$ cat src/rtl/pipe_pkg.sv
// rtl/pipe_pkg.sv - shared register-address constants and width helper
// Purpose: common localparams for destination-register pipelines plus a
//          constant clog2 used to size select and forward-index fields.
// Ports:   none (package).
package pipe_pkg;

  localparam int REG_ADDR_W = 5;
  localparam logic [REG_ADDR_W-1:0] ZERO_REG = '0;
  localparam logic [REG_ADDR_W-1:0] LINK_REG = 5'd31;

  // Ceiling log2; clog2(1) = 0.
  function automatic int clog2(input int n);
    int r;
    r = 0;
    while ((1 << r) < n) r++;
    return r;
  endfunction

endpackage

$ cat src/rtl/dest_stage_reg.sv
// rtl/dest_stage_reg.sv - one pipeline stage holding {valid, address}
// Purpose: W-bit register with asynchronous active-low clear; loads d when
//          load is high, otherwise holds.
// Ports:   clk, rst_n (async clear), load (enable), d (next value), q (state).
module dest_stage_reg #(
  parameter int W = 6
) (
  input  logic         clk,
  input  logic         rst_n,
  input  logic         load,
  input  logic [W-1:0] d,
  output logic [W-1:0] q
);

  always_ff @(posedge clk or negedge rst_n) begin
    if (!rst_n) begin
      q <= '0;
    end else if (load) begin
      q <= d;
    end
  end

endmodule

$ cat src/rtl/dest_reg_sel_pipe.sv
// rtl/dest_reg_sel_pipe.sv - destination-register selector with hazard pipeline
// Purpose: selects the write address from NUM_IN candidates, carries it with its
//          valid flag through DEPTH stages, and compares two source addresses
//          against all in-flight destinations.
// Ports:   clk, rst_n (async, active-low); in_addr/sel/in_valid (candidate pick);
//          stall/flush (pipeline control); src_a/src_b (sources to check);
//          stage_addr/stage_valid (per-stage state, stage 0 youngest);
//          out_addr/out_valid (writeback stage); hit_a/hit_b (per-stage match);
//          fwd_a_idx/fwd_b_idx (youngest hit, DEPTH = none); sel_err (bad select).
module dest_reg_sel_pipe
  import pipe_pkg::*;
#(
  parameter int WIDTH         = REG_ADDR_W,
  parameter int NUM_IN        = 3,
  parameter int SEL_W         = clog2(NUM_IN),
  parameter int DEPTH         = 3,
  parameter int IDX_W         = clog2(DEPTH + 1),
  parameter bit ZERO_SUPPRESS = 1'b1
) (
  input  logic                    clk,
  input  logic                    rst_n,
  input  logic [NUM_IN*WIDTH-1:0] in_addr,
  input  logic [SEL_W-1:0]        sel,
  input  logic                    in_valid,
  input  logic                    stall,
  input  logic                    flush,
  input  logic [WIDTH-1:0]        src_a,
  input  logic [WIDTH-1:0]        src_b,
  output logic [DEPTH*WIDTH-1:0]  stage_addr,
  output logic [DEPTH-1:0]        stage_valid,
  output logic [WIDTH-1:0]        out_addr,
  output logic                    out_valid,
  output logic [DEPTH-1:0]        hit_a,
  output logic [DEPTH-1:0]        hit_b,
  output logic [IDX_W-1:0]        fwd_a_idx,
  output logic [IDX_W-1:0]        fwd_b_idx,
  output logic                    sel_err
);

  logic             sel_ok;
  logic [WIDTH-1:0] mux_addr;
  logic             entry_valid;
  logic [WIDTH:0]   stage_q [DEPTH];
  logic [WIDTH:0]   stage_d [DEPTH];
  logic [DEPTH-1:0] stage_ld;

  // Candidate selection; an out-of-range select yields address 0, never valid.
  always_comb begin
    sel_ok   = (int'(sel) < NUM_IN);
    mux_addr = '0;
    for (int k = 0; k < NUM_IN; k++) begin
      if (int'(sel) == k) mux_addr = in_addr[k*WIDTH +: WIDTH];
    end
    entry_valid = in_valid && sel_ok &&
                  !(ZERO_SUPPRESS && (mux_addr == WIDTH'(ZERO_REG)));
  end

  // Stage 0 also loads during stall+flush, but only to drop its valid bit
  // while keeping the address.
  always_comb begin
    stage_ld    = '0;
    stage_d[0]  = '0;
    stage_ld[0] = !stall || flush;
    if (stall) begin
      stage_d[0] = {1'b0, stage_q[0][WIDTH-1:0]};
    end else if (!flush) begin
      stage_d[0] = {entry_valid, mux_addr};
    end
    for (int i = 1; i < DEPTH; i++) begin
      stage_ld[i] = !stall;
      stage_d[i]  = stage_q[i-1];
    end
  end

  for (genvar g = 0; g < DEPTH; g++) begin : g_stage
    dest_stage_reg #(.W(WIDTH + 1)) u_stage (
      .clk   (clk),
      .rst_n (rst_n),
      .load  (stage_ld[g]),
      .d     (stage_d[g]),
      .q     (stage_q[g])
    );
    assign stage_addr[g*WIDTH +: WIDTH] = stage_q[g][WIDTH-1:0];
    assign stage_valid[g]               = stage_q[g][WIDTH];
  end

  assign out_addr  = stage_q[DEPTH-1][WIDTH-1:0];
  assign out_valid = stage_q[DEPTH-1][WIDTH];

  always_ff @(posedge clk or negedge rst_n) begin
    if (!rst_n) begin
      sel_err <= 1'b0;
    end else if (!stall) begin
      sel_err <= !sel_ok && in_valid && !flush;
    end else if (flush) begin
      sel_err <= 1'b0;
    end
  end

  // Hit compare and youngest-first priority encode (lowest index wins).
  always_comb begin
    hit_a     = '0;
    hit_b     = '0;
    fwd_a_idx = IDX_W'(DEPTH);
    fwd_b_idx = IDX_W'(DEPTH);
    for (int i = 0; i < DEPTH; i++) begin
      hit_a[i] = stage_q[i][WIDTH] && (stage_q[i][WIDTH-1:0] == src_a) &&
                 !(ZERO_SUPPRESS && (src_a == WIDTH'(ZERO_REG)));
      hit_b[i] = stage_q[i][WIDTH] && (stage_q[i][WIDTH-1:0] == src_b) &&
                 !(ZERO_SUPPRESS && (src_b == WIDTH'(ZERO_REG)));
    end
    for (int i = DEPTH - 1; i >= 0; i--) begin
      if (hit_a[i]) fwd_a_idx = IDX_W'(i);
      if (hit_b[i]) fwd_b_idx = IDX_W'(i);
    end
  end

endmodule

$ cat config.mk
export PLATFORM = sky130hd
export DESIGN_NAME = dest_reg_sel_pipe
export DESIGN_NICKNAME = d
export VERILOG_FILES = /design/src/rtl/pipe_pkg.sv /design/src/rtl/dest_stage_reg.sv /design/src/rtl/dest_reg_sel_pipe.sv
export SDC_FILE = /design/constraint.sdc
export NUM_CORES = 1
export LEC_CHECK = 0
export ABC_AREA = 0
export CORE_ASPECT_RATIO = 0.7
export CORE_UTILIZATION = 30
export CTS_CLUSTER_DIAMETER = 80
export CTS_CLUSTER_SIZE = 10
export DETAILED_ROUTE_END_ITERATION = 8
export DONT_BUFFER_PORTS = 1
export MAX_ROUTING_LAYER = met4
export PLACE_DENSITY = 0.53
export RECOVER_POWER = 100
export SYNTH_ARGS = -nofsm -noshare
export SYNTH_HDL_FRONTEND = slang
export SYNTH_HIERARCHICAL = 1
export SYNTH_SLANG_ARGS = --single-unit
$ cat constraint.sdc
create_clock -name clk -period 2.9 [get_ports clk]
set_input_delay 0.58 -clock clk [delete_from_list [all_inputs] [get_ports clk]]
set_output_delay 0.58 -clock clk [all_outputs]
set_load 0.05 [all_outputs]
# --- Yosys cells after proc, flatten, opt, wreduce, memory -nomap -nowiden ---
# Cells that the tools add are included.
word_totals:
  regBits: 19
  wordCells: 57
classes:
  magnitude_cmp: 1
  eq_ne: 9
  mux: 13
  bitwise: 1
  n_reduce_logical: 28
ops:
  columns: ["cell", "count"]
  rows:
  - ["5-bit equality test", 6]
  - ["1-bit logical AND", 16]
  - ["5-bit logical NOT", 3]
  - ["5-bit 2-to-1 mux", 3]
  - ["6-bit 2-to-1 mux", 2]
  - ["2-bit 2-to-1 mux", 4]
  - ["1-bit logical NOT", 6]
  - ["2-bit equality test (second input constant)", 2]
  - ["1-bit 2-to-1 mux", 4]
  - ["2-bit logical NOT", 1]
  - ["2-bit less-than comparator (second input constant)", 1]
  - ["2-bit by 1-bit inequality test with 1-bit output (second input constant)", 1]
  - ["2-bit AND reduction", 1]
  - ["1-bit logical OR", 1]
  - ["1-bit inverter", 1]

# --- Depth between registers and ports, before layout ---
logic_depth:
  ltp_word: 9
  depth_mapped: 6
  ltp_nobuf: 5

# --- By module ---
# Netlist, hierarchy kept.
modules_own_cells:
  columns: ["module", "instances", "cells_per_inst", "area_each_um2", "seq_area_each_um2"]
  rows:
  - ["dest_stage_reg", 3, 13, 251.5, 150.1]
  - ["dest_reg_sel_pipe", 1, 89, 674.4, 25.0]

# --- Least setup slack after synthesis ---
# OpenSTA, ideal clock, no wires.
synth_path:
  path_type: "flip-flop to output port"
  start: "reg g_stage[2].u_stage.q[4]"
  end: "out fwd_a_idx[0]"
  arrival_time_ns: 3.292
  required_time_ns: 2.320
  path_slack_ns: -0.972
  path_stages_with_launch: 5
  cell_sequence: "dfrtp_1 xnor2_1 nand4_1 nor4_1 a21oi_1"
synth_between:
  elab_chain_len: 6
synth_lines:
  columns: ["item", "line_no", "source"]
  rows:
  - ["start, declared", "dest_stage_reg.sv:12", "output logic [W-1:0] q"]
  - ["start signal, assigned", "dest_stage_reg.sv:17", "q <= '0;"]
  - ["start signal, assigned", "dest_stage_reg.sv:19", "q <= d;"]
  - ["5-bit equality test", "dest_reg_sel_pipe.sv:107", "hit_a[i] = stage_q[i][WIDTH] && (stage_q[i][WIDTH-1:0] == src_a) &&"]
  - ["1-bit logical AND (2 in a row)", "dest_reg_sel_pipe.sv:107", null]
  - ["net hit_a[2]", "dest_reg_sel_pipe.sv:33", "output logic [DEPTH-1:0] hit_a,"]
  - ["1-bit 2-to-1 mux", "dest_reg_sel_pipe.sv:113", "if (hit_a[i]) fwd_a_idx = IDX_W'(i);"]
  - ["2-bit 2-to-1 mux (2 in a row)", "dest_reg_sel_pipe.sv:113", null]
  - ["end, declared", "dest_reg_sel_pipe.sv:35", "output logic [IDX_W-1:0] fwd_a_idx,"]
# The timed path passes the listed nets, and every way through them passes these cells.

# --- Worst setup path after layout ---
layout_path:
  start: "in src_b[1]"
  end: "out fwd_b_idx[1]"
layout_between:
  elab_chain_len: 5
  word_cells_on_any_way: 10
  cone_classes: "eq/ne: 2; mux: 2; reduce/logical: 6"
layout_lines:
  columns: ["item", "line_no", "source"]
  rows:
  - ["start, declared", "dest_reg_sel_pipe.sv:28", "input logic [WIDTH-1:0] src_b,"]
  - ["5-bit equality test or 5-bit logical NOT (tied branches)", "dest_reg_sel_pipe.sv:109, dest_reg_sel_pipe.sv:110", null]
  - ["1-bit logical AND or 1-bit logical NOT (tied branches)", "dest_reg_sel_pipe.sv:109, dest_reg_sel_pipe.sv:110", null]
  - ["1-bit logical AND", "dest_reg_sel_pipe.sv:109", "hit_b[i] = stage_q[i][WIDTH] && (stage_q[i][WIDTH-1:0] == src_b) &&"]
  - ["2-bit 2-to-1 mux", "dest_reg_sel_pipe.sv:114", "if (hit_b[i]) fwd_b_idx = IDX_W'(i);"]
  - ["2-bit 2-to-1 mux (*)", "dest_reg_sel_pipe.sv:114", null]
  - ["end, declared", "dest_reg_sel_pipe.sv:36", "output logic [IDX_W-1:0] fwd_b_idx,"]
# Every way passes the cells marked *; elsewhere a longest branch is shown, timed or not.

==> impl_results.html <==
<table>
<tr><th>Metric</th><th>Value</th></tr>
<tr><th colspan="2">Setup path</th></tr>
<tr><td>Arrival time of the worst setup path</td><td>2040 ps</td></tr>
<tr><td>WS Path Type</td><td>input pin to output pin</td></tr>
<tr><td>Crit end category</td><td>output pin</td></tr>
<tr><td>Critical path launch point type</td><td>input pin</td></tr>
<tr><td>Required time of the critical path</td><td>2320 ps</td></tr>
<tr><td>Worst-path fanout max</td><td>4</td></tr>
<tr><th colspan="2">Synthesis</th></tr>
<tr><td>Mean instance size in the synthesized netlist</td><td>11.2 µm²</td></tr>
<tr><td>Dominant combinational cell family by area after synthesis</td><td>multiplexers</td></tr>
<tr><td>Portion of netlist area occupied by mux cells</td><td>0.224</td></tr>
<tr><td>Warning count from the yosys run</td><td>6</td></tr>
<tr><td>Share of synthesized cell area in full adder, half adder and majority cells</td><td>0</td></tr>
<tr><td>Mapped Nets</td><td>160</td></tr>
<tr><td>Netlist area before placement</td><td>0.00143 mm²</td></tr>
<tr><td>Simple-Gate Fraction of Synth Area</td><td>0.109</td></tr>
<tr><td>Post-synthesis compound-gate area fraction</td><td>0.0771</td></tr>
<tr><td>Number of storage elements in the synthesis netlist</td><td>19</td></tr>
<tr><td>Number of instances in the synthesized netlist</td><td>128</td></tr>
<tr><td>Post-synthesis sequential area ratio</td><td>0.333</td></tr>
<tr><td>Cell variety after synth</td><td>23</td></tr>
<tr><td>Post-synthesis xor/xnor area fraction</td><td>0.184</td></tr>
<tr><th colspan="2">Clock network</th></tr>
<tr><td>Clock-pin slew reported for the worst setup and hold paths after clock tree synthesis</td><td>80 ps</td></tr>
<tr><td>Inserted Clock Buffers</td><td>3</td></tr>
<tr><td>Insertion delay to the later sink of the worst-skew pair</td><td>270 ps</td></tr>
<tr><td>Max Buffers Root-to-Sink</td><td>2</td></tr>
<tr><td>Root Driver</td><td>clkbuf_8</td></tr>
<tr><td>CTS tree</td><td>done</td></tr>
<tr><td>Post-cts gate resize count</td><td>0</td></tr>
<tr><td>Number of levels in the clock H-tree</td><td>1</td></tr>
<tr><td>Total clock sinks</td><td>19</td></tr>
<tr><th colspan="2">Timing</th></tr>
<tr><td>Transition time at the pin with the least slew margin</td><td>1240 ps</td></tr>
<tr><td>Post-Route Skew</td><td>7.27 ps</td></tr>
<tr><td>Headroom to the max-slew limit</td><td>0.177</td></tr>
<tr><td>Maximum clock frequency</td><td>382 MHz</td></tr>
<tr><td>Total negative setup slack</td><td>0 ps</td></tr>
<tr><td>Share of the clock period used by the worst path after layout</td><td>0.902</td></tr>
<tr><td>Unrepaired setup endpoints after global routing</td><td>no</td></tr>
<tr><td>Final setup vio count</td><td>0</td></tr>
<tr><td>Number of max-slew violations in the final report</td><td>0</td></tr>
<tr><td>Final setup slack of the worst path</td><td>284 ps</td></tr>
<tr><td>Clock period minus worst slack</td><td>2620 ps</td></tr>
<tr><td>Final number of hold-violating endpoints</td><td>0</td></tr>
<tr><th colspan="2">Outcome</th></tr>
<tr><td>Result of the run</td><td>finished with violations</td></tr>
<tr><td>Failing checks</td><td>DRC</td></tr>
<tr><th colspan="2">Finish</th></tr>
<tr><td>Layout Area Growth over Synthesis</td><td>13.1%</td></tr>
<tr><td>Filler Cell Count</td><td>470</td></tr>
<tr><td>Footprint of the multi-input gates</td><td>848 µm²</td></tr>
<tr><td>Layout Nets</td><td>182</td></tr>
<tr><td>Number of antenna cells inserted</td><td>0</td></tr>
<tr><td>Sequential cell area</td><td>475 µm²</td></tr>
<tr><td>Most common cell after layout, fill and taps aside</td><td>xnor2_1</td></tr>
<tr><td>Proportion of layout cells with a drive suffix above 1</td><td>0.134</td></tr>
<tr><td>Most used cells in the layout excluding fill and tap cells</td><td>xnor2_1 (22), dfrtp_1 (19), clkbuf_1 (17)</td></tr>
<tr><td>Post-route non-filler standard cell count</td><td>204</td></tr>
<tr><th colspan="2">Floorplan</th></tr>
<tr><td>X dimension of the die</td><td>84.5 µm</td></tr>
<tr><td>Number of I/O pins</td><td>67</td></tr>
<tr><td>Number of placement rows</td><td>20</td></tr>
<tr><td>DIE HEIGHT</td><td>59.7 µm</td></tr>
<tr><td>Effective utilization at floorplan</td><td>0.321</td></tr>
<tr><td>Overall die area</td><td>0.00505 mm²</td></tr>
<tr><td>CORE AREA</td><td>0.00445 mm²</td></tr>
<tr><th colspan="2">Power</th></tr>
<tr><td>Comb power frac</td><td>0.388</td></tr>
<tr><td>Clock share of power</td><td>0.221</td></tr>
<tr><td>IR drop worst, VDD</td><td>0.000152 V</td></tr>
<tr><td>Switch share</td><td>0.447</td></tr>
<tr><td>Power per unit of standard cell area</td><td>552 mW/mm²</td></tr>
<tr><td>Internal Power</td><td>493 µW</td></tr>
<tr><td>Net switching power</td><td>399 µW</td></tr>
<tr><td>Leak pwr</td><td>0.000669 µW</td></tr>
<tr><td>Part of the total power dissipated in sequential elements</td><td>0.390</td></tr>
<tr><th colspan="2">GRT</th></tr>
<tr><td>Vias in the first global route</td><td>1044</td></tr>
<tr><td>Overall global routing resource usage</td><td>0.153</td></tr>
<tr><td>Largest net degree at the start of global routing</td><td>20</td></tr>
<tr><td>Wire length of the first global-routing pass</td><td>5770 µm</td></tr>
<tr><td>Initial antenna violation count</td><td>0</td></tr>
<tr><td>Overall overflow remaining after global route</td><td>0</td></tr>
<tr><th colspan="2">Route</th></tr>
<tr><td>Avg Vias per Cell</td><td>5.05</td></tr>
<tr><td>Iteration-0 DRC Markers</td><td>66</td></tr>
<tr><td>Number of vias in the routed layout</td><td>1031</td></tr>
<tr><td>Drt wl/cell</td><td>17.5 µm</td></tr>
<tr><td>Length of the first detailed-routing pass in iterations</td><td>6</td></tr>
<tr><td>Routed Antenna Nets</td><td>0</td></tr>
<tr><td>Post-Route WL</td><td>3580 µm</td></tr>
<tr><td>Drc violations</td><td>5</td></tr>
<tr><th colspan="2">Place</th></tr>
<tr><td>RePlAce Congestion</td><td>0.831</td></tr>
<tr><td>Post-Place Worst Slack</td><td>340 ps</td></tr>
<tr><td>Placed Instances</td><td>199</td></tr>
<tr><td>Quantity of I/O buffers inserted on ports</td><td>0</td></tr>
<tr><td>Post-detail-place hpwl</td><td>2860 µm</td></tr>
<tr><th colspan="2">Worst hold path</th></tr>
<tr><td>Tightest Hold Check Type</td><td>input pin to flop</td></tr>
<tr><th colspan="2">Run</th></tr>
<tr><td>Max-capacitance violation count</td><td>0</td></tr>
</table>
sequential cells by signal, indices dropped and copies added (netlist names):
signal             cells
g_stage.u_stage/q     18
sel_err                1
critical path: stages:
cell and delay [ps]:
or4_1 510, nor2_1 340, or3_1 200, inv_1 50, nor2_1 180, buf_12 160
metal layers:
layer	global-route usage	routed length, µm	part of all wire	up-vias
met4	0.0363	33	0.0092	0
met1	0.200	1720	0.48	500
met3	0.0497	251	0.070	5
li1	-	-	-	491
met5	-	0	0	-
met2	0.232	1570	0.44	35
synth_stat cells, drive strengths merged:
cell     count  area [µm²]
nor2         6        22.5
inv          3        11.3
nor3b        1        7.51
nor2b        1        6.26
xor2         8        70.1
a21oi        3        15.0
nand2b       1        6.26
nand4        6        37.5
nor4         4        25.0
dfrtp       19         475
mux2i        5        50.1
o2111a       1        11.3
o21ai        1        5.00
xnor2       22         193
buf         10        90.1
mux2        18         270
o2bb2ai      4        35.0
or3          2        12.5
clkbuf       1        3.75
nand2        4        15.0
or4          3        22.5
a22o         5        43.8
stage by stage:
step | utilization | cell area [µm²] | hold slack, ps | power, µW
after floorplan | - | 1490 | 284 | 683
after global placement | 0.381 | 1700 | 285 | 744
after detailed placement | 0.381 | 1700 | 285 | 747
after CTS | 0.394 | 1760 | 358 | 953
after global routing | 0.363 | 1620 | 359 | 932
final | 0.363 | 1620 | 362 | 892
cell families after synthesis:
| logic type | after synthesis |
|---|---|
| mux | 23 |
| compound gates | 14 |
| flops | 19 |
| simple gates | 28 |
| xor+xnor | 30 |
| buf+inv | 14 |
repair_timing:
| action | CTS | global route |
|---|---|---|
| endpoints found under the hold margin | 19 | 0 |
| hold buffers | 1 | 0 |
| buffers inserted | 0 | 0 |
layout make-up:
type,instances,share of cell area
repair buffers,28,0.101
flip-flops and latches,19,0.294
clock buffers,3,0.0255
well taps,55,0.0426
clock inverters,1,0.00464
multi-input cells,95,0.525
inverters,3,0.00697
path summary, 6_finish.rpt:
check                      slack [ps]                           startpoint                                  end  depth (start not counted)
max                               280                             src_b[1]                         fwd_b_idx[1]                          6
min in group asynchronous         880                                rst_n  g_stage[0].u_stage/q[1]$_DFFE_PN0P_                          1
max reg2reg                      1210  g_stage[2].u_stage/q[0]$_DFFE_PN0P_  g_stage[2].u_stage/q[0]$_DFFE_PN0P_                          2
max in group asynchronous        1470                                rst_n  g_stage[0].u_stage/q[2]$_DFFE_PN0P_                          1
min reg2reg                       600  g_stage[2].u_stage/q[2]$_DFFE_PN0P_  g_stage[2].u_stage/q[2]$_DFFE_PN0P_                          1
min                               360                                flush                  sel_err$_DFFE_PN0P_                          1
power by group through the flow:
stage / clock network (µW) / registers, µW / logic (µW)
floorplan: 0 / 456 / 227
global placement: 0 / 355 / 388
global route: 212 / 354 / 366
detailed placement: 0 / 356 / 391
finish: 197 / 348 / 347
CTS: 204 / 351 / 398
(Power assumes the default switching activity.)
